## config.mk

```make
export PLATFORM = sky130hd
export DESIGN_NAME = lsu_gpio_mem
export DESIGN_NICKNAME = d
export VERILOG_FILES = /design/src/rtl/lsu_gpio_mem.sv
export SDC_FILE = /design/constraint.sdc
export NUM_CORES = 1
export LEC_CHECK = 0
export ABC_CLOCK_PERIOD_IN_PS = 7000
export CORE_MARGIN = 2
export CORE_UTILIZATION = 42
export DETAILED_ROUTE_END_ITERATION = 7
export PLACE_DENSITY_LB_ADDON = 0.05
export SLEW_MARGIN = 0
export SYNTH_ARGS = -nofsm -noshare
export SYNTH_HDL_FRONTEND = slang
export SYNTH_SLANG_ARGS = --single-unit
```

## constraint.sdc

```tcl
create_clock -name clk -period 7 [get_ports clk]
set_input_delay 1.4 -clock clk [delete_from_list [all_inputs] [get_ports clk]]
set_output_delay 1.4 -clock clk [all_outputs]
set_load 0.01 [all_outputs]
```

## src/rtl/lsu_gpio_mem.sv

```systemverilog
// Load/store unit for the KRV-32 core: byte-addressable data RAM plus GPIO
// registers behind a valid/ready request and a one-cycle response strobe.
module lsu_gpio_mem #(
  parameter logic [31:0] DATA_BASE = 32'd1000,
  parameter int          MEM_WORDS = 16,
  parameter logic [31:0] GPIO_BASE = 32'd2048,
  parameter int          GPIO_N    = 6,
  parameter bit          GPIO_INV  = 1'b1
) (
  input  logic              clk,
  input  logic              rst,
  input  logic              req_valid,
  output logic              req_ready,
  input  logic              req_we,
  input  logic [2:0]        req_funct3,
  input  logic [31:0]       req_addr,
  input  logic [31:0]       req_wdata,
  output logic              rsp_valid,
  output logic [31:0]       rsp_rdata,
  output logic              rsp_err,
  output logic [GPIO_N-1:0] gpio_out,
  input  logic [GPIO_N-1:0] gpio_in
);

  localparam int          IDX_W     = (MEM_WORDS > 1) ? $clog2(MEM_WORDS) : 1;
  localparam logic [31:0] RAM_BYTES = 32'(4 * MEM_WORDS);
  localparam logic [31:0] GPI_ADDR  = GPIO_BASE + 32'd4;

  typedef enum logic [1:0] {
    IDLE   = 2'd0,
    ACCESS = 2'd1,
    RESP   = 2'd2
  } state_t;

  function automatic logic [31:0] f_extend(input logic [31:0] word, input logic [2:0] funct3);
    logic [31:0] res;
    case (funct3)
      3'b000:  res = {{24{word[7]}}, word[7:0]};
      3'b001:  res = {{16{word[15]}}, word[15:0]};
      3'b100:  res = {24'd0, word[7:0]};
      3'b101:  res = {16'd0, word[15:0]};
      default: res = word;
    endcase
    return res;
  endfunction

  function automatic logic [3:0] f_byte_en(input logic [2:0] funct3, input logic [1:0] lane);
    logic [3:0] be;
    case (funct3[1:0])
      2'b00:   be = 4'b0001 << lane;
      2'b01:   be = 4'b0011 << lane;
      default: be = 4'b1111;
    endcase
    return be;
  endfunction

  state_t              r_state;
  state_t              w_state_nxt;
  logic                r_req_ready;
  logic                r_rsp_valid;
  logic [31:0]         r_rsp_rdata;
  logic                r_rsp_err;
  logic                r_we;
  logic [2:0]          r_funct3;
  logic [31:0]         r_addr;
  logic [31:0]         r_wdata;
  logic [GPIO_N-1:0]   r_gpo;
  logic [GPIO_N-1:0]   r_gpi_meta;
  logic [GPIO_N-1:0]   r_gpi_sync;
  logic [31:0]         r_mem [MEM_WORDS];

  logic [31:0]         w_off;
  logic [IDX_W-1:0]    w_idx;
  logic [1:0]          w_lane;
  logic                w_ram_hit;
  logic                w_gpo_hit;
  logic                w_gpi_hit;
  logic                w_f3_ok;
  logic                w_align_ok;
  logic                w_err;
  logic [31:0]         w_rd_word;
  logic [31:0]         w_load;
  logic [3:0]          w_be;
  logic [31:0]         w_wdata_sh;
  logic [31:0]         w_gpo_merge;
  logic                w_ram_we;
  logic                w_gpo_we;

  // Offset arithmetic wraps, so addresses below DATA_BASE fall out of range.
  assign w_off      = r_addr - DATA_BASE;
  assign w_idx      = w_off[IDX_W+1:2];
  assign w_lane     = w_off[1:0];
  assign w_ram_hit  = (w_off < RAM_BYTES);
  assign w_gpo_hit  = (r_addr == GPIO_BASE);
  assign w_gpi_hit  = (r_addr == GPI_ADDR);
  assign w_be       = f_byte_en(r_funct3, w_lane);
  assign w_wdata_sh = r_wdata << {w_lane, 3'b000};
  assign w_load     = f_extend(w_rd_word >> {w_lane, 3'b000}, r_funct3);

  // Legality checks on the latched request.
  always_comb begin
    w_f3_ok    = 1'b0;
    w_align_ok = 1'b0;
    case (r_funct3)
      3'b000, 3'b001, 3'b010: w_f3_ok = 1'b1;
      3'b100, 3'b101:         w_f3_ok = !r_we;
      default:                w_f3_ok = 1'b0;
    endcase
    case (r_funct3[1:0])
      2'b00:   w_align_ok = 1'b1;
      2'b01:   w_align_ok = !r_addr[0];
      2'b10:   w_align_ok = (r_addr[1:0] == 2'b00);
      default: w_align_ok = 1'b0;
    endcase
    w_err = !w_f3_ok || !w_align_ok || !(w_ram_hit || w_gpo_hit || w_gpi_hit)
            || (r_we && w_gpi_hit);
  end

  // Source word for loads, selected by the decoded region.
  always_comb begin
    w_rd_word = 32'd0;
    if (w_ram_hit) begin
      w_rd_word = r_mem[w_idx];
    end else if (w_gpo_hit) begin
      w_rd_word = 32'(r_gpo);
    end else if (w_gpi_hit) begin
      w_rd_word = 32'(r_gpi_sync);
    end else begin
      w_rd_word = 32'd0;
    end
  end

  // Byte-lane merge of store data into the current GPIO output value.
  always_comb begin
    w_gpo_merge = 32'(r_gpo);
    for (int b = 0; b < 4; b++) begin
      if (w_be[b]) begin
        w_gpo_merge[8*b +: 8] = w_wdata_sh[8*b +: 8];
      end else begin
        w_gpo_merge[8*b +: 8] = w_gpo_merge[8*b +: 8];
      end
    end
  end

  assign w_ram_we = (r_state == ACCESS) && r_we && w_ram_hit && !w_err;
  assign w_gpo_we = (r_state == ACCESS) && r_we && w_gpo_hit && !w_err;

  // Next-state logic: one accepted request walks IDLE -> ACCESS -> RESP.
  always_comb begin
    w_state_nxt = r_state;
    case (r_state)
      IDLE: begin
        if (req_valid) begin
          w_state_nxt = ACCESS;
        end else begin
          w_state_nxt = IDLE;
        end
      end
      ACCESS:  w_state_nxt = RESP;
      RESP:    w_state_nxt = IDLE;
      default: w_state_nxt = IDLE;
    endcase
  end

  // State, handshake, request latch, response and GPIO registers.
  always_ff @(posedge clk or negedge rst) begin
    if (!rst) begin
      r_state     <= IDLE;
      r_req_ready <= 1'b1;
      r_rsp_valid <= 1'b0;
      r_rsp_rdata <= 32'd0;
      r_rsp_err   <= 1'b0;
      r_we        <= 1'b0;
      r_funct3    <= 3'd0;
      r_addr      <= 32'd0;
      r_wdata     <= 32'd0;
      r_gpo       <= '0;
      r_gpi_meta  <= '0;
      r_gpi_sync  <= '0;
    end else begin
      r_state     <= w_state_nxt;
      r_req_ready <= (w_state_nxt == IDLE);
      r_rsp_valid <= (w_state_nxt == RESP);
      r_gpi_meta  <= gpio_in;
      r_gpi_sync  <= r_gpi_meta;
      if (r_state == IDLE && req_valid) begin
        r_we     <= req_we;
        r_funct3 <= req_funct3;
        r_addr   <= req_addr;
        r_wdata  <= req_wdata;
      end
      if (r_state == ACCESS) begin
        r_rsp_err   <= w_err;
        r_rsp_rdata <= (w_err || r_we) ? 32'd0 : w_load;
      end
      if (w_gpo_we) begin
        r_gpo <= w_gpo_merge[GPIO_N-1:0];
      end
    end
  end

  // Byte-enabled RAM write at the end of ACCESS; contents survive reset.
  always_ff @(posedge clk) begin
    if (w_ram_we) begin
      for (int b = 0; b < 4; b++) begin
        if (w_be[b]) begin
          r_mem[w_idx][8*b +: 8] <= w_wdata_sh[8*b +: 8];
        end
      end
    end
  end

  assign req_ready = r_req_ready;
  assign rsp_valid = r_rsp_valid;
  assign rsp_rdata = r_rsp_rdata;
  assign rsp_err   = r_rsp_err;
  assign gpio_out  = r_gpo ^ {GPIO_N{GPIO_INV}};

endmodule

```

==> results of run 1 <==
==> worst max path at each step <==
stage,cells past startpoint,slack [ns],to
floorplan,16,1.85,r_mem[13][0]$_DFFE_PP_
global placement,11,2.37,r_mem[5][12]$_DFFE_PP_
detailed placement,11,2.24,r_mem[5][12]$_DFFE_PP_
CTS,11,2.20,r_mem[5][30]$_DFFE_PP_
global route,11,1.85,r_mem[5][12]$_DFFE_PP_
finish,11,2.21,r_mem[5][25]$_DFFE_PP_
==> per-layer routing <==
metal  part of all wire [%]  vias up
met4                    2.2        0
li1                       -     6160
met2                     46      587
met1                     45     7476
met3                    7.0       93
met5                      0        -
==> flip-flops by register name, summed over array words and instances (netlist names) <==
name / flops
r_state: 2
r_funct3: 3
rsp_err: 1
rsp_rdata: 32
r_we: 1
r_addr: 32
r_gpi_sync: 6
req_ready: 1
r_gpo: 6
rsp_valid: 1
r_wdata: 32
r_gpi_meta: 6
r_mem: 512
==> layout make-up <==
cell class	instances	area [um^2]
Inverter	20	75.1
Clock inverter	35	460
Clock buffer	89	1870
Multi-Input combinational cell	738	7320
Fill cell	5082	30900
Sequential cell	635	18500
Tap cell	837	1050
Timing Repair Buffer	147	1410
==> report_power, final <==
group          total (uW)  internal (uW)  switching, uW
clock                3750           2270           1480
combinational        2680            923           1760
sequential           4740           4520            224
==> layout by cell type (no fill, tap or decap), types with 11 or more instances in the layout <==
| cell | count |
|---|---|
| nor3_1 | 13 |
| nor2_1 | 100 |
| nand2_1 | 89 |
| mux4_2 | 139 |
| nand3_1 | 13 |
| clkbuf_1 | 15 |
| o21ai_0 | 36 |
| a21oi_1 | 11 |
| and2_1 | 15 |
| a22oi_1 | 25 |
| clkbuf_16 | 71 |
| inv_1 | 18 |
| mux2i_1 | 48 |
| dfrtp_1 | 118 |
| buf_4 | 29 |
| mux2_2 | 78 |
| edfxtp_1 | 512 |
| clkdlybuf4s50_1 | 116 |
==> logic make-up (layout without fill, tap and decap cells) <==
group	count (synthesis)	in the layout	share of synthesized area, %
AO/OA/AOI/OAI	168	168	4.51
XOR/XNOR	5	5	0.239
adder cells (fa/ha/maj)	1	1	0.0478
buffers and inverters	105	291	1.79
flip-flops	635	635	70.6
multiplexers	266	266	17.2
AND/OR/NAND/NOR	298	298	5.62
==> stage by stage <==
| step | util, % | hold WS, ns |
|---|---|---|
| finish | 49.8 | 0.348 |
| global route | 49.8 | 0.354 |
| global placement | 46.0 | 0.337 |
| CTS | 49.8 | 0.349 |
| detailed placement | 46.0 | 0.336 |
| floorplan | - | 0.331 |
==> cells in the mapped netlist, drive strengths merged, types with 25 or more instances <==
library cell  count  area (um^2)
a22oi            25          188
buf              45          243
clkbuf           40          150
dfrtp           122         3050
edfxtp          512        15400
mux2             79          890
mux2i            48          480
mux4            139         3130
nand2            89          334
nor2            100          375
o21ai            46          230
==> flow_summary.ini, run 1 <==
[setup_path]
reg2reg_to = r_mem[5][25]$_DFFE_PP_
worstSetupEndpointType = flip-flop
critPathTopFamily = simple AND/OR/NAND/NOR gates
critical_path_buf_inv_count = 3
path_cells = inv_1 -> ha_2 -> nand2b_1 -> or3_1 -> a211oi_2 -> o2111ai_2 -> nor4_4 -> buf_4 -> o211ai_2 -> buf_4 -> nor3_1
worstPathRequired_ns = 7.22
path_max_fanout = 35
critPathMaxStageDelay_ns = 0.86
timing_worst_setup_path_type = flip-flop to flip-flop
arrival_ns = 5.01
slowest_stage = nor3_1
r2r_start = r_addr[3]$_DFFE_PN0P_
cp-start-kind = flip-flop
reg2reg_slack_ns = 2.21
cpMostUsedCell = buf_4
crit_start = r_addr[3]$_DFFE_PN0P_
r2r_cells = 11

[finish]
stdcell_count = 2501
nets = 1688
syn2layout_area_growth_pct = 17.2
antenna_cells = 0
design_area_um2 = 30700
drive_above_1_share_pct = 23.8

[clock_network]
cts_made_buffers = 68
clkLatencyLatePin_ns = 0.61
cts.repair.resized = 0
clkSinkCount = 635
post_cts_buffers = 0
path_clk_slew_ns = 0.06
cts_root_buffer = clkbuf_16
cts_tree = done
cts_hold_buf = 0
htreeDepth = 3
clock_path_buffers = 3

[sta]
slew_headroom_pct = 11.5
worst_pin_slew_ns = 1.31
hold_violations = 0
rsz0062_at_grt = no
clock_skew_ns = 0.0323
finalMaxSlewViolations = 0
setup_viol = 0
period_minus_slack_ns = 4.79
finalCritPeriodShare_pct = 68.5
setup_slack_ns = 2.21
max_freq_ghz = 0.209
setup_tns_ns = 0

[floorplanning]
dieArea_um2 = 64300
start_util_pct = 42.4
die_h_um = 254
die_width_um = 254
rows = 91
ios = 118
core_um2 = 61600

[place]
routabilityCongestion = 0.875
port_buffers = 117
place_hpwl_um = 48800
placed_area_um2 = 28300
place_ws_ns = 2.24
dp_cells = 2377

[global_routing]
grt_pass1_vias = 14300
grt_overflow = 0
antenna_found_initial = 1
grt.busiest_layer = met2
met3_usage_pct = 5.06
grt_max_degree = 72
grt_pass1_wl_um = 104000
grt_use_total_pct = 22.7
met1_usage_pct = 33.1
grtUsageMet2_pct = 34.7

[yosys]
postSynthAreaPerCell_um2 = 17.7
synth-main-ff-cell = edfxtp_1
synth-seq-cells = 635
syn-num-nets = 1556
synthCells = 1478
seq_area_frac_synth_pct = 70.6
synth.distinct_cells = 67
netlist_area_um2 = 26100
ys_warn_count = 0
async_flop_share_pct = 19.4
synth_edf_count = 512

[job]
maxCapViolations = 0

[pwr]
irDropWorstVdd_uv = 187
finalPower_uw = 11200
power.leakage_uw = 0.0102
p_per_area_nw_per_um2 = 365

[worst_hold_path]
worst_hold_path.num_cells = 0
min_to = r_gpi_sync[0]$_DFF_PN0_
worstHoldPathType = flip-flop to flip-flop
min_from = r_gpi_meta[0]$_DFF_PN0_

[route]
drt-total-wl_um = 71500
viasPerCell = 5.72
drtAntennaViolNets = 0
drcViolationCount = 0
wl_per_cell_um = 28.6
dr.first_iter.drc_count = 1292
vias = 14300
drtPass1Iterations = 5

[outcome]
outcome = complete, no violations
Note: power is estimated with default switching activity, not from simulation.
==> run 2, diff against run 1 <==
Settings changed: ABC_CLOCK_PERIOD_IN_PS 7000 to 4150.
Clock period 7 ns to 4.15 ns, I/O delays scaled along.
==> run 2 against run 1 <==
Final cell count up 1.8%. Clock skew shrank 0.0038 ns. Sequential cell count is the same. Critical path type unchanged. Hold slack worse by 0.026 ns. Maximum frequency up 22%. Largest power group unchanged. Die area is the same.
==> flow_summary.ini, run 2 (same netlist as run 1, synthesis figures left out) <==
[finish]
final_common_cell = edfxtp_1
top_register = r_mem
final_cell_mix = edfxtp_1, mux4_2, dfrtp_1
nets = 1729
largest_register_ffs = 512
fillCellCount = 5045
syn2layout_area_growth_pct = 20.1
drive_above_1_share_pct = 27.8

[setup_path]
worstPathRequired_ns = 4.61
path_cells = buf_12 -> buf_4 -> mux4_2 -> a22o_1 -> a221oi_1 -> buf_4 -> o21ai_0 -> a31oi_1 -> o21ai_0
worstSetupEndpointType = flip-flop
critPathMaxStageDelay_ns = 0.84
arrival_ns = 4.39
critical_path_buf_inv_count = 3
slowest_stage = buf_4
timing_worst_setup_path_type = flip-flop to flip-flop
cp-start-kind = flip-flop
critPathTopFamily = buffers and inverters
path_max_fanout = 90

[global_routing]
grt_use_total_pct = 22.2
grt_overflow = 0
grt_pass1_wl_um = 102000
grt_pass1_vias = 14600
antenna_found_initial = 0
grt_max_degree = 106

[clock_network]
post_cts_buffers = 0
cts_tree = done
cts_root_buffer = clkbuf_16
cts.repair.resized = 0
cts_made_buffers = 71
path_clk_slew_ns = 0.06
clkLatencyLatePin_ns = 0.62
clock_path_buffers = 3
clkSinkCount = 635
cts_hold_buf = 0
htreeDepth = 3

[route]
viasPerCell = 5.60
drtPass1Iterations = 5
drt-total-wl_um = 69700
dr.first_iter.drc_count = 1144
vias = 14300
wl_per_cell_um = 27.4
drcViolationCount = 0
drtAntennaViolNets = 0

[floorplanning]
die_h_um = 254
core_um2 = 61600
die_width_um = 254
dieArea_um2 = 64300
ios = 118
start_util_pct = 42.4
rows = 91

[outcome]
outcome = complete, no violations

[sta]
setup_slack_ns = 0.224
max_freq_ghz = 0.255
setup_viol = 0
finalCritPeriodShare_pct = 94.6
period_minus_slack_ns = 3.93
slew_headroom_pct = 8.38
setup_tns_ns = 0
clock_skew_ns = 0.0285
worst_pin_slew_ns = 1.37
rsz0062_at_grt = no
hold_violations = 0
finalMaxSlewViolations = 0

[pwr]
swShare_pct = 31.1
power.leakage_uw = 0.0104
pwr-share-comb_pct = 25.4
intPower_uw = 13100
seqPwrFrac_pct = 41.6
p_per_area_nw_per_um2 = 604
irDropWorstVdd_uv = 291
power.share.clock_pct = 33.0
p_switching_uw = 5900

[place]
port_buffers = 117
place_hpwl_um = 47600
routabilityCongestion = 0.871
place_ws_ns = 0.189

[job]
maxCapViolations = 0

[worst_hold_path]
worstHoldPathType = flip-flop to flip-flop
run 2: changes by cell type in the layout (fill, tap and decap cells not counted), moves of 5 or more:
cell and delta:
buf_12 +5, buf_4 +31, clkinv_1 +8, nor2_1 -47
nor2_2 +7, nor2_4 +40, o21ai_0 +8, o21ai_2 -6
run 2: metrics by stage:
step / std cells / hold slack, ns / total power [uW] / utilization (%) / cell area [um^2]
floorplan: 1478 / 0.331 / 10800 / - / 26600
global placement: 2413 / 0.334 / 12800 / 47.1 / 29000
detailed placement: 2415 / 0.335 / 12900 / 47.2 / 29100
CTS: 2544 / 0.324 / 19100 / 51.0 / 31400
global route: 2544 / 0.342 / 19700 / 51.0 / 31400
finish: 2545 / 0.322 / 19000 / 51.0 / 31400
run 2: worst paths after layout:
check                                        startpoint                  endpoint  slack [ns]  depth (start not counted)
worst max-delay path              r_addr[3]$_DFFE_PN0P_  rsp_rdata[4]$_DFFE_PN0P_        0.22                          9
worst min-delay path            r_gpi_meta[5]$_DFF_PN0_   r_gpi_sync[5]$_DFF_PN0_        0.32                          0
worst min register to register  r_gpi_meta[5]$_DFF_PN0_   r_gpi_sync[5]$_DFF_PN0_        0.32                          0
min in group asynchronous                           rst     r_addr[6]$_DFFE_PN0P_        0.37                          1
max in group asynchronous                           rst       req_ready$_DFF_PN1_        2.89                          2
worst max register to register    r_addr[3]$_DFFE_PN0P_  rsp_rdata[4]$_DFFE_PN0P_        0.22                          9
run 2: power groups by stage:
stage / combinational (uW) / clock (uW) / sequential (uW)
after floorplan: 2890 / 0 / 7870
final: 4820 / 6260 / 7900
after CTS: 4830 / 6400 / 7900
after global placement: 4780 / 0 / 8030
after detailed placement: 4820 / 0 / 8030
after global routing: 5100 / 6670 / 7920
run 2: final cells by class:
| class | count | area, um^2 | share of cell area (%) |
|---|---|---|---|
| flip-flops and latches | 635 | 18500 | 58.8 |
| multi-input cells | 738 | 7730 | 24.6 |
| clock buffers | 85 | 1850 | 5.89 |
| repair buffers | 185 | 1770 | 5.62 |
| well taps | 837 | 1050 | 3.33 |
| clock inverters | 44 | 477 | 1.52 |
| inverters | 20 | 75.1 | 0.239 |
| diodes | 1 | 2.50 | 0.00797 |
run 2: metal layers:
layer	track usage (%)	vias to the layer above	wire (um)
li1	-	6266	-
met1	32.2	7419	31100
met2	33.9	475	32400
met3	4.03	99	4220
met4	7.56	0	2010
met5	0	-	0
==> run 3, diff against run 2 <==
Settings changed: ABC_CLOCK_PERIOD_IN_PS 4150 to 4200, GPL_ROUTABILITY_DRIVEN from default to 1.
Clock period 4.15 ns to 4.2 ns, I/O delays scaled along.
==> run 3 against run 2 <==
Sequential power is 0.8% lower. Global-route usage is 0.37 points higher. Critical path depth stayed put. Hold slack better by 0.035 ns. Highest routed layer unchanged.
==> flow_summary.ini, run 3 (same netlist as run 1, synthesis figures left out) <==
[route]
drt-total-wl_um = 71100
viasPerCell = 5.64
vias = 14300
drtPass1Iterations = 6
drtAntennaViolNets = 0
drcViolationCount = 0
wl_per_cell_um = 28.0
dr.first_iter.drc_count = 1138

[place]
place_hpwl_um = 48900
routabilityCongestion = 0.867
port_buffers = 117
place_ws_ns = 0.344

[setup_path]
path_max_fanout = 16
r2r_start = r_addr[4]$_DFFE_PN0P_
arrival_ns = 4.41
cp-start-kind = flip-flop
reg2reg_slack_ns = 0.29
r2r_cells = 9
worstPathRequired_ns = 4.70
timing_worst_setup_path_type = flip-flop to flip-flop
worstSetupEndpointType = flip-flop
crit_end = rsp_rdata[23]$_DFFE_PN0P_
crit_start = r_addr[4]$_DFFE_PN0P_
reg2reg_to = rsp_rdata[23]$_DFFE_PN0P_

[finish]
syn2layout_area_growth_pct = 19.2
largest_register_ffs = 512
final_cell_mix = edfxtp_1, mux4_2, dfrtp_1
antenna_cells = 0
top_register = r_mem
nets = 1732
final_common_cell = edfxtp_1
drive_above_1_share_pct = 27.4

[clock_network]
clkLatencyLatePin_ns = 0.61
clkSinkCount = 635
cts_root_buffer = clkbuf_16
cts_tree = done
path_clk_slew_ns = 0.06
htreeDepth = 3
clock_path_buffers = 3
cts_hold_buf = 0
cts.repair.resized = 0
post_cts_buffers = 0
cts_made_buffers = 69

[sta]
setup_tns_ns = 0
slew_headroom_pct = 9.47
max_freq_ghz = 0.256
clock_skew_ns = 0.0243
hold_violations = 0
finalCritPeriodShare_pct = 93.0
rsz0062_at_grt = no
setup_slack_ns = 0.292
finalMaxSlewViolations = 0
worst_pin_slew_ns = 1.36
setup_viol = 0
period_minus_slack_ns = 3.91

[pwr]
irDropWorstVdd_uv = 360
p_switching_uw = 5720
power.leakage_uw = 0.0103
intPower_uw = 12500
power.share.clock_pct = 31.3
p_per_area_nw_per_um2 = 586
seqPwrFrac_pct = 42.9
pwr-share-comb_pct = 25.8
swShare_pct = 31.3

[global_routing]
grt_pass1_wl_um = 103000
antenna_found_initial = 0
grt_overflow = 0
grt_max_degree = 106
grt_pass1_vias = 14700
grt_use_total_pct = 22.6

[floorplanning]
dieArea_um2 = 64300
rows = 91
die_width_um = 254
start_util_pct = 42.4
core_um2 = 61600
ios = 118
die_h_um = 254

[job]
maxCapViolations = 0

[worst_hold_path]
worstHoldPathType = flip-flop to flip-flop

[outcome]
outcome = complete, no violations
[run 3: cell types whose count changed in the layout (fill, tap and decap cells not counted), sizes merged]
| cell | previous run | this run |
|---|---|---|
| clkinv | 30 | 25 |
| inv | 21 | 19 |
| clkinvlp | 5 | 1 |
| diode | 1 | 0 |
| clkbuf | 85 | 94 |
| bufinv | 8 | 3 |
| buf | 69 | 74 |
[run 3: how the worst min path moves through the flow]
| stage | from | endpoint | slack [ns] | cells after the start |
|---|---|---|---|---|
| final | r_gpi_meta[3]$_DFF_PN0_ | r_gpi_sync[3]$_DFF_PN0_ | 0.36 | 0 |
| after global routing | r_gpi_meta[3]$_DFF_PN0_ | r_gpi_sync[3]$_DFF_PN0_ | 0.36 | 0 |
| after global placement | r_gpi_meta[5]$_DFF_PN0_ | r_gpi_sync[5]$_DFF_PN0_ | 0.33 | 0 |
| after CTS | r_gpi_meta[0]$_DFF_PN0_ | r_gpi_sync[0]$_DFF_PN0_ | 0.36 | 0 |
| after floorplan | r_gpi_meta[0]$_DFF_PN0_ | r_gpi_sync[0]$_DFF_PN0_ | 0.33 | 0 |
| after detailed placement | r_gpi_meta[2]$_DFF_PN0_ | r_gpi_sync[2]$_DFF_PN0_ | 0.34 | 0 |
[run 3: worst max-delay path: stages (launching register included)]
cell	delay [ns]
dfrtp_1	0.44
inv_1	0.08
ha_2	0.28
xnor2_4	0.63
mux2_2	0.40
or4_1	0.58
a21bo_1	0.28
a2111oi_2	0.45
o2111ai_2	0.46
nand2_1	0.20
[run 3: stage by stage]
stage	cell area (um^2)	hold WS [ns]	std cells	utilization, %	power (uW)
6_report	31200	0.358	2542	50.6	18300
5_1_grt	31200	0.365	2542	50.6	18900
4_1_cts	31200	0.363	2541	50.6	18400
3_5_place_dp	29100	0.336	2419	47.2	12700
3_3_place_gp	29100	0.333	2419	47.2	12600
2_1_floorplan	26600	0.331	1478	-	10600
[run 3: power by group through the flow]
stage / combinational [uW] / clock (uW) / sequential (uW)
floorplan: 2860 / 0 / 7770
global placement: 4690 / 0 / 7960
detailed placement: 4710 / 0 / 7970
CTS: 4720 / 5860 / 7840
global route: 4990 / 6070 / 7870
finish: 4710 / 5710 / 7840
[run 3: final cells by class]
| cell class | instances | area (um^2) |
|---|---|---|
| Clock buffer | 94 | 1860 |
| Timing Repair Buffer | 190 | 1770 |
| Tap cell | 837 | 1050 |
| Inverter | 20 | 75.1 |
| Fill cell | 5098 | 30400 |
| Multi-Input combinational cell | 738 | 7710 |
| Sequential cell | 635 | 18500 |
| Clock inverter | 28 | 241 |
[run 3: per-layer routing]
metal	GRT usage, %	up-vias	share of wire (%)
li1	-	6284	-
met1	31.3	7527	44
met2	35.3	424	47
met3	5.44	108	6.1
met4	7.25	0	2.9
met5	0	-	0
